[src/rtl/hilo_muldiv.sv]
// HI/LO architectural register pair with an iterative radix-2 multiply/divide engine.
// One shift-add or restoring shift-subtract step per cycle; result lands in HI/LO 33 cycles after issue.
module hilo_muldiv #(
    parameter int DATA_WIDTH = 32,
    parameter int CNT_WIDTH  = 6
) (
    input  logic                  clk,
    input  logic                  rst,
    input  logic                  wb_hilo_en,
    input  logic [DATA_WIDTH-1:0] wb_hi_data,
    input  logic [DATA_WIDTH-1:0] wb_lo_data,
    input  logic                  md_start,
    input  logic [1:0]            md_op,
    input  logic [DATA_WIDTH-1:0] md_operand_1,
    input  logic [DATA_WIDTH-1:0] md_operand_2,
    input  logic                  md_cancel,
    output logic                  md_busy,
    output logic                  md_done,
    output logic                  stall_req,
    output logic [DATA_WIDTH-1:0] hi_val,
    output logic [DATA_WIDTH-1:0] lo_val,
    output logic                  md_state
);

    localparam int W = DATA_WIDTH;

    // Handshake: EX holds md_start (level) together with op/operands while stall_req is high.
    // The instruction is consumed on the edge where md_done is sampled high; a flush is
    // signalled by md_cancel, which aborts RUN and blocks a new start in IDLE.

    typedef enum logic {
        IDLE = 1'b0,
        RUN  = 1'b1
    } state_t;

    state_t               state;
    logic [CNT_WIDTH-1:0] cnt;
    logic                 is_div_q;
    logic                 neg_res_q;
    logic                 neg_rem_q;
    logic                 div_zero_q;
    logic [W-1:0]         raw_a_q;
    logic [W-1:0]         m_q;       // multiplicand (mul) or divisor (div) magnitude
    logic [2*W-1:0]       p_q;       // {acc/remainder, multiplier/quotient}

    logic                 is_signed;
    logic [W-1:0]         abs_1;
    logic [W-1:0]         abs_2;
    logic [2*W-1:0]       p_next;
    logic [W:0]           mul_sum;
    logic [W:0]           div_t;
    logic [W+1:0]         div_diff;
    logic [2*W-1:0]       prod;
    logic [W-1:0]         quo;
    logic [W-1:0]         rem;
    logic [W-1:0]         res_hi;
    logic [W-1:0]         res_lo;

    assign is_signed = ~md_op[0];
    assign abs_1     = (is_signed && md_operand_1[W-1]) ? -md_operand_1 : md_operand_1;
    assign abs_2     = (is_signed && md_operand_2[W-1]) ? -md_operand_2 : md_operand_2;

    assign md_busy   = (state == RUN);
    assign md_state  = state;
    assign stall_req = md_busy | (md_start & ~md_done);

    always_comb begin
        mul_sum  = '0;
        div_t    = '0;
        div_diff = '0;
        p_next   = p_q;
        if (is_div_q) begin
            div_t    = {p_q[2*W-1:W], p_q[W-1]};
            div_diff = {1'b0, div_t} - {2'b00, m_q};
            if (!div_diff[W+1]) begin
                p_next = {div_diff[W-1:0], p_q[W-2:0], 1'b1};
            end else begin
                p_next = {div_t[W-1:0], p_q[W-2:0], 1'b0};
            end
        end else begin
            mul_sum = p_q[0] ? ({1'b0, p_q[2*W-1:W]} + {1'b0, m_q}) : {1'b0, p_q[2*W-1:W]};
            p_next  = {mul_sum, p_q[W-1:1]};
        end
    end

    always_comb begin
        prod   = neg_res_q ? -p_q : p_q;
        quo    = neg_res_q ? -p_q[W-1:0] : p_q[W-1:0];
        rem    = neg_rem_q ? -p_q[2*W-1:W] : p_q[2*W-1:W];
        res_hi = prod[2*W-1:W];
        res_lo = prod[W-1:0];
        if (is_div_q) begin
            if (div_zero_q) begin
                res_hi = raw_a_q;
                res_lo = '1;
            end else begin
                res_hi = rem;
                res_lo = quo;
            end
        end
    end

    always_ff @(posedge clk) begin
        if (rst) begin
            state      <= IDLE;
            cnt        <= '0;
            md_done    <= 1'b0;
            hi_val     <= '0;
            lo_val     <= '0;
            is_div_q   <= 1'b0;
            neg_res_q  <= 1'b0;
            neg_rem_q  <= 1'b0;
            div_zero_q <= 1'b0;
            raw_a_q    <= '0;
            m_q        <= '0;
            p_q        <= '0;
        end else begin
            md_done <= 1'b0;
            if (wb_hilo_en) begin
                hi_val <= wb_hi_data;
                lo_val <= wb_lo_data;
            end
            case (state)
                IDLE: begin
                    if (!md_cancel && md_start && !md_done) begin
                        state      <= RUN;
                        cnt        <= '0;
                        is_div_q   <= md_op[1];
                        neg_res_q  <= is_signed & (md_operand_1[W-1] ^ md_operand_2[W-1]);
                        neg_rem_q  <= is_signed & md_op[1] & md_operand_1[W-1];
                        div_zero_q <= (md_operand_2 == '0);
                        raw_a_q    <= md_operand_1;
                        m_q        <= md_op[1] ? abs_2 : abs_1;
                        p_q        <= {{W{1'b0}}, (md_op[1] ? abs_1 : abs_2)};
                    end
                end
                RUN: begin
                    if (md_cancel) begin
                        state <= IDLE;
                    end else if (cnt == CNT_WIDTH'(DATA_WIDTH)) begin
                        // Engine result overrides a coincident write-back.
                        hi_val  <= res_hi;
                        lo_val  <= res_lo;
                        md_done <= 1'b1;
                        state   <= IDLE;
                    end else begin
                        p_q <= p_next;
                        cnt <= cnt + 1'b1;
                    end
                end
                default: state <= IDLE;
            endcase
        end
    end

endmodule

[config.mk]
export PLATFORM = sky130hd
export DESIGN_NAME = hilo_muldiv
export DESIGN_NICKNAME = d
export VERILOG_FILES = /design/src/rtl/hilo_muldiv.sv
export SDC_FILE = /design/constraint.sdc
export NUM_CORES = 1
export LEC_CHECK = 0
export ABC_AREA = 1
export CORE_MARGIN = 4
export CORE_UTILIZATION = 40
export DETAILED_ROUTE_END_ITERATION = 6
export PLACE_DENSITY = 0.61
export SLEW_MARGIN = 10
export SYNTH_ARGS = -nofsm -noshare
export SYNTH_HDL_FRONTEND = slang
export SYNTH_SLANG_ARGS = --single-unit
[constraint.sdc]
create_clock -name clk -period 2.77 [get_ports clk]
set_clock_uncertainty 0.05 [all_clocks]
set_input_delay 0.4155 -clock clk [delete_from_list [all_inputs] [get_ports clk]]
set_output_delay 0.4155 -clock clk [all_outputs]
set_load 0.02 [all_outputs]
Word-level counts from Yosys, hierarchy flattened
Index checks and enable logic that the tools add are counted.
{"block": "totals", "word_cells": 78, "out_inout_bits": 68, "reg_bits": 204, "inputBits": 135}
{"block": "op_classes", "eq_ne": 4, "bitwise": 9, "add_sub_neg": 8, "muxes": 35, "reduce_logical": 10}
{"cell": "$mux 32", "n": 18}
{"cell": "$mux 64", "n": 6}
{"cell": "$neg 32->32", "n": 4}
{"cell": "$pmux 64 s2", "n": 1}
{"cell": "$neg 64->64", "n": 1}
{"cell": "$sub 33x32->34", "n": 1}
{"cell": "$add 32x32->33", "n": 1}
{"cell": "$mux 33", "n": 1}
{"cell": "$logic_not 32->1", "n": 1}
{"cell": "$mux 6", "n": 3}
{"cell": "$pmux 6 s2", "n": 1}
{"cell": "$add 6x1->6 const B", "n": 1}
{"cell": "$eq 6x6->1 const B", "n": 1}
{"cell": "$ne 2x2->1 const B", "n": 3}
{"cell": "$and 1x1->1", "n": 4}
{"cell": "$logic_and 1x1->1", "n": 4}
{"cell": "$mux 1", "n": 4}
{"cell": "$not 1->1", "n": 3}
{"cell": "$reduce_and 3->1", "n": 1}
{"cell": "$reduce_or 3->1", "n": 1}
{"cell": "$logic_not 1->1", "n": 2}
{"cell": "$pmux 1 s2", "n": 1}
{"cell": "$reduce_and 2->1", "n": 1}
{"cell": "$or 1x1->1", "n": 1}
{"cell": "$xor 1x1->1", "n": 1}

Longest topological paths before layout
Gate-level depths: netlist (run 1).
{"block": "logic_depth", "ltp_word": 7, "ltp_mapped": 18, "ltp_nobuf": 17}

Worst setup path after synthesis (run 1)
Ideal clock, no wire load.
{"block": "synth_path", "path_type": "reg2reg", "from": "reg p_q[31]", "to": "reg p_q[56]", "period_less_slack_ps": 2168, "setup_ps": 128, "arrival_ps": 1991, "path_slack_ps": 602, "required_ps": 2592, "n_path_buf": 1, "path_stages_with_launch": 18, "cell_sequence": "dfxtp_1 -> buf_2 -> inv_1 -> ha_1 -> inv_1 -> fa_1 -> nand3_1 -> nand3_1 -> nand2_1 -> nand3_1 -> nand2_1 -> nand3_1 -> nand2_1 -> nor2_1 -> nor2_1 -> nor2_1 -> nor2_1 -> nor2_1"}
{"block": "synth_via", "elab_chain_len": 6}
{"element": "start, declared", "line_no": "44", "source": "logic [2*W-1:0] p_q;"}
{"element": "start signal, assigned", "line_no": "134", "source": "p_q <= {{W{1'b0}}, (md_op[1] ? abs_1 : abs_2)};"}
{"element": "start signal, assigned", "line_no": "147", "source": "p_q <= p_next;"}
{"element": "$sub 33x32->34", "line_no": "74", "source": "div_diff = {1'b0, div_t} - {2'b00, m_q};"}
{"element": "$mux 64", "line_no": "75", "source": "if (!div_diff[W+1]) begin"}
{"element": "$mux 64", "line_no": "72", "source": "if (is_div_q) begin"}
{"element": "$mux 64", "line_no": "140", "source": "end else if (cnt == CNT_WIDTH'(DATA_WIDTH)) begin"}
{"element": "$mux 64", "line_no": "138", "source": "if (md_cancel) begin"}
{"element": "$pmux 64 s2", "line_no": "123", "source": "case (state)"}
No other way between the ends. The select of a mux whose other input is x is not followed.
A chain may end at the register's enable or synchronous reset.

Final worst setup path (run 1)
{"block": "layout_path", "from": "reg m_q[21]", "to": "reg p_q[61]"}
{"block": "layout_via", "elab_chain_len": 6, "elab_cells_between_ends": 8, "cone_classes": "2 x add/sub; 6 x mux"}
{"element": "start, declared", "line_no": "43", "source": "logic [W-1:0] m_q;"}
{"element": "start signal, assigned", "line_no": "133", "source": "m_q <= md_op[1] ? abs_2 : abs_1;"}
{"element": "$sub 33x32->34 or $add 32x32->33 (tied branches)", "line_no": "74, 81"}
{"element": "$mux 64 or $mux 33 (tied branches)", "line_no": "75, 81"}
{"element": "$mux 64 *", "line_no": "72"}
{"element": "$mux 64 *", "line_no": "140"}
{"element": "$mux 64 *", "line_no": "138"}
{"element": "$pmux 64 s2 *", "line_no": "123"}
Mark *: on every way between the ends. The rest lies on a longest branch, timed or not. The select of a mux whose other input is x is not followed.

==> results.cfg, run 1 <==
[detailed_routing]
route.antenna.remaining_nets = 0
viasPerCell = 5.421
drc = 0
wl_per_cell_um = 20.45
totalWireLength_um = 94150
dr.first_iter.drc_count = 2800
vias = 24960
first_pass_iters = 6

[sta]
tightest_slew_ns = 0.8405
drv_slew = 0
fin_setup_tns_ns = 0
setup_slack_ns = 0.1717
slew-limit-headroom_pct = 43.38
holdWs_ns = 0.3306
finalCritPeriodShare_pct = 93.80
fin_crit_ns = 2.598
hold_viol = 0
fmax_mhz = 384.9
finalSetupViolations = 0
rsz0062_at_grt = false

[floorplan]
core_sq_um = 50170
rows = 82
dieArea_sq_um = 54340
dieWidth_um = 233.1
boundaryPins = 203
start_util_pct = 40.40
die_h_um = 233.1

[logic_synthesis]
seq_area_frac_synth_pct = 20.15
synth_ff_type = dfxtp_1
netlist_instances = 3666
yosysTopAreaCell = dfxtp_1
synth_common_cells = nand2_1 (1024), inv_1 (501), nor2_1 (448)
yosysUniqueCellTypes = 53
ys_ff_latch = 204
synth_top_cell_area_share_pct = 20.15
synthArstFlopShare_pct = 0
syn_area_per_cell_sq_um = 5.529
yosysWarnings = 0
yosys-top-cells-area = dfxtp_1 (20%), nand2_1 (19%), inv_1 (9.3%)
synthesis.area_sq_um = 20270
syn_nets = 3873
synth_edf_count = 0
synth.most_common_cell = nand2_1

[clocking]
cts_hold_buf = 0
cts_root_buf = clkbuf_16
cts_buffers = 26
clk_pin_slew_ns = 0.06
cts_tree = built
clock_tree.buffer_depth = 3
cts_resized = 0
cts_setup_buffers = 0
htreeDepth = 1
clock_latency_ns = 0.58
clock_sinks = 204

[place]
place_congestion = 1.070
port_buffers = 202
post_dp_cell_area_sq_um = 23890
dp.cells = 4555
dp_hpwl_um = 76810
preCtsSetupSlack_ns = 0.01821

[pwr]
peakVddDrop_mv = 0.4374
power_mw = 10.24
p_leak_nw = 12.15
p_per_area_nw_per_um2 = 412.9

[worst_setup_path]
worst-path-buf-inv = 3
slowest_stage = dfxtp_1
cp.required_ns = 3.21
path_cells = inv_1 > ha_1 > nand2_1 > nor2_4 > inv_2 > nor3_4 > nand2_4 > nand2_4 > buf_12 > nand3_1 > nand2_1 > nand3_1 > a21oi_1
path_delay_family = simple AND/OR/NAND/NOR gates
worstSetupPathType = reg -> reg
crit_arrival_ns = 3.04
end_kind = flop
reg2reg_from = m_q[21]
cp-start-kind = flop
cpPeakStageDelay_ns = 0.46
startpoint = m_q[21]
path_max_fanout = 8

[finish]
final_cells = 4604
nNetsFinal = 4118
fin_util_pct = 49.42
finalInstanceArea_sq_um = 24800
area_delta_synth_final_pct = 22.33
drive_above_1_share_pct = 7.784
fill_cells = 5521

[grt]
grt_util_all_layers_pct = 33.09
grt_max_degree = 79
grt_pass1_wl_um = 138900
antenna_found_initial = 0
grt_pass1_vias = 22600
globalRouteOverflowTotal = 0

[run]
maxCapViolCount = 0

[hold_path]
hp-class = in -> reg
hold_start = rst

[outcome]
outcome = complete, no violations
placed cells by master, fill, tap and decap left out, types with 10 or more instances in the layout:
cell type / Yosys / layout
nor2_1: 448 / 447
nand4_1: 32 / 32
o22ai_1: 10 / 10
inv_1: 501 / 501
nand3_1: 283 / 281
nand3b_1: 14 / 14
xnor2_1: 11 / 11
o21ai_0: 266 / 266
nor3_1: 34 / 34
or2_2: 14 / 14
buf_4: 3 / 168
inv_2: 12 / 12
nor2_2: 20 / 21
dfxtp_1: 204 / 200
o211ai_1: 39 / 39
ha_1: 70 / 70
clkbuf_16: 0 / 26
clkdlybuf4s50_1: 0 / 200
nand2_1: 1024 / 1023
o21ai_1: 13 / 13
a31oi_1: 36 / 36
xor2_1: 81 / 81
a21oi_1: 304 / 304
routing by layer:
layer  share of wire (%)  up-vias  GRT usage, %
met5                   0        -             0
met4                 4.8        0         12.70
met3                 9.2      186         4.695
met2                  42     1187         49.36
met1                  44    11330         48.02
li1                    -    12260             -
cells by family (layout without fill, tap and decap cells):
family / after synthesis / after routing / share of synthesized area, %
simple gates: 1912 / 1912 / 39.57
compound gates: 708 / 708 / 18.88
buf+inv: 678 / 943 / 12.91
flops: 204 / 204 / 20.15
xor+xnor: 92 / 92 / 3.975
fa+ha+maj: 72 / 72 / 4.519
other cells: 0 / 1 / 0
area by class of cell:
type / instances / area [sq um] / area share [%]
Clock buffer: 38 / 725.7 / 2.927
Inverter: 516 / 1938 / 7.816
Tap cell: 672 / 840.8 / 3.391
Multi-Input combinational cell: 2784 / 13580 / 54.78
Antenna cell: 1 / 2.502 / 0.01009
Sequential cell: 204 / 4091 / 16.50
Clock inverter: 10 / 160.2 / 0.6459
Timing Repair Buffer: 379 / 3453 / 13.93
registers in the layout, summed over array words and instances, names as in the netlist, 6 cells and up:
name     cells
raw_a_q     32
m_q         32
lo_val      32
hi_val      32
cnt          6
p_q         64
worst paths after layout:
kind         endpoint  slack (ns)  depth (start not counted)
min           m_q[15]        0.33                          3
max reg2reg   p_q[61]        0.17                         13
min reg2reg    cnt[5]        0.42                          2
max           p_q[61]        0.17                         13
tightest hold or removal path, delay by kind of cell:
| kind | cells | cell delay [ns] |
|---|---|---|
| buf+inv | 2 | 0.33 |
| simple gates | 1 | 0.13 |
power breakdown:
part / internal, mW / total (mW) / leakage, nW / switching, mW
Sequential: 3.11 / 3.30 / 1.68 / 0.195
Combinational: 1.17 / 3.34 / 10.0 / 2.17
Clock: 2.11 / 3.60 / 0.427 / 1.48
Total: 6.39 / 10.2 / 12.1 / 3.85
(Power assumes the default switching activity.)
==> inputs of run 2 (changes only) <==
Settings changed: CORE_MARGIN 4 to 2, CORE_UTILIZATION 40 to 45, HOLD_SLACK_MARGIN from default to 0.06, PLACE_DENSITY 0.61 to 0.67.
==> run 2 against run 1 <==
Combinational power hardly changed. Wire length increased by 0.31%. Sequential power about the same. Critical path type unchanged. Highest routed layer is now met5. Count of clock-buffer cells in the layout shrank 3. Non-clock buffer count up 10. Register-to-register slack about the same. Critical endpoint is now p_q[35]. Power is 2.3% lower.
==> results.cfg, run 2 (synthesized netlist as in run 1, its figures left out) <==
[outcome]
outcome = complete, no violations

[floorplan]
dieArea_sq_um = 46760
rows = 77
boundaryPins = 203
dieWidth_um = 216.2
start_util_pct = 45.74
core_sq_um = 44320
die_h_um = 216.2

[clocking]
clock_tree.buffer_depth = 3
clock_sinks = 204
cts_setup_buffers = 0
cts_buffers = 25
clock_latency_ns = 0.57
cts_root_buf = clkbuf_16
htreeDepth = 1
clk_pin_slew_ns = 0.07
cts_tree = built

[place]
dp_hpwl_um = 77020
post_dp_cell_area_sq_um = 23890
port_buffers = 202
place_congestion = 1.064
dp.cells = 4485

[finish]
finalInstanceArea_sq_um = 24720
fin_util_pct = 55.77
drive_above_1_share_pct = 8.073
layout_commonest_cell = nand2_1
area_delta_synth_final_pct = 21.94
nNetsFinal = 4127
final_cells = 4531
insertedDiodeCount = 0
largest_register = p_q
final_cell_mix = nand2_1 (1023), inv_1 (501), nor2_1 (448)
largest_register_ffs = 64

[detailed_routing]
dr.first_iter.drc_count = 2919
vias = 25240
viasPerCell = 5.570
first_pass_iters = 7
totalWireLength_um = 94440
route.antenna.remaining_nets = 0
wl_per_cell_um = 20.84
drc = 0

[sta]
finalSetupViolations = 0
fin_crit_ns = 2.600
hold_viol = 0
fin_setup_tns_ns = 0
fmax_mhz = 384.6
tightest_slew_ns = 0.8779
slew-limit-headroom_pct = 40.85
rsz0062_at_grt = false
drv_slew = 0
finalCritPeriodShare_pct = 93.88

[pwr]
power_mw = 9.999
p_leak_nw = 12.18
p_per_area_nw_per_um2 = 404.6
peakVddDrop_mv = 0.5425

[worst_setup_path]
rr_endpoint = p_q[35]
crit_arrival_ns = 3.03
cp-start-kind = flop
path_max_fanout = 16
worstSetupPathType = reg -> reg
reg2reg_depth = 13
cp.required_ns = 3.20
end_kind = flop
reg2reg_from = m_q[21]
r2r_slack_ns = 0.17

[hold_path]
hold_end = m_q[15]
whs_path_depth = 3
hold_start = rst
hp-class = in -> reg

[grt]
grt_max_degree = 74
globalRouteOverflowTotal = 0
grt_util_all_layers_pct = 39.23
grt_pass1_wl_um = 140400
grt_pass1_vias = 22870
antenna_found_initial = 1

[run]
maxCapViolCount = 0
-- run 2: changes by cell type in the layout (fill, tap and decap cells not counted), moves of 2 or more --
cell	before	now
bufinv_16	3	1
clkinv_2	4	8
buf_12	9	11
clkbuf_8	3	5
clkbuf_1	9	5
nand3_2	7	5
buf_4	168	176
nand3_1	281	283
-- run 2: stage by stage --
stage / worst slack (ns) / hold WS [ns]
finish: 0.1696 / 0.3720
global placement: 0.04542 / 0.4221
detailed placement: 0.04118 / 0.4314
floorplan: 0.6019 / 0.3945
CTS: 0.1353 / 0.3420
global route: 0.009051 / 0.3669
-- run 2: repair_timing --
| action | in CTS | in global routing |
|---|---|---|
| gates resized for setup | 0 | 5 |
| hold buffers | 0 | 0 |
| setup endpoints to repair | 0 | 17 |
-- run 2: how the worst max path moves through the flow --
stage / from / end / slack, ns / depth (start not counted)
final: m_q[21] / p_q[35] / 0.17 / 13
after CTS: p_q[32] / p_q[59] / 0.14 / 14
after global routing: m_q[21] / p_q[35] / 0.009 / 13
after floorplan: p_q[31] / p_q[56] / 0.60 / 17
after global placement: md_operand_1[0] / m_q[30] / 0.05 / 15
after detailed placement: md_operand_1[0] / m_q[30] / 0.04 / 15
-- run 2: report_power, final --
group | leakage (nW) | total, mW | switching [mW] | internal (mW)
clock | 0.405 | 3.34 | 1.44 | 1.90
sequential | 1.68 | 3.31 | 0.198 | 3.11
combinational | 10.1 | 3.35 | 2.18 | 1.17
-- run 2: area by class of cell --
type,instances,area (sq um)
repair buffers,389,3553
clock buffers,35,713.2
flip-flops and latches,204,4093
multi-input cells,2784,13580
fillers,4852,19600
clock inverters,11,101.3
inverters,516,1938
well taps,592,740.7
-- run 2: worst max-delay path, stage by stage (launching register included) --
cell      delay, ns
dfxtp_1        0.45
inv_1          0.10
ha_1           0.45
nand2_1        0.18
nor2_4         0.16
inv_2          0.07
nor3_4         0.24
nand2_4        0.08
nand2_4        0.11
buf_4          0.22
nand2_1        0.07
o211ai_1       0.08
nand2_1        0.07
a21oi_1        0.18
-- run 2: layer usage --
layer | track usage, % | up-vias | routed length [um]
met2 | 58.70 | 1331 | 38930
met4 | 18.36 | 2 | 5285
li1 | - | 12270 | -
met5 | 0 | - | 10
met1 | 55.09 | 11420 | 40760
met3 | 5.993 | 211 | 9454
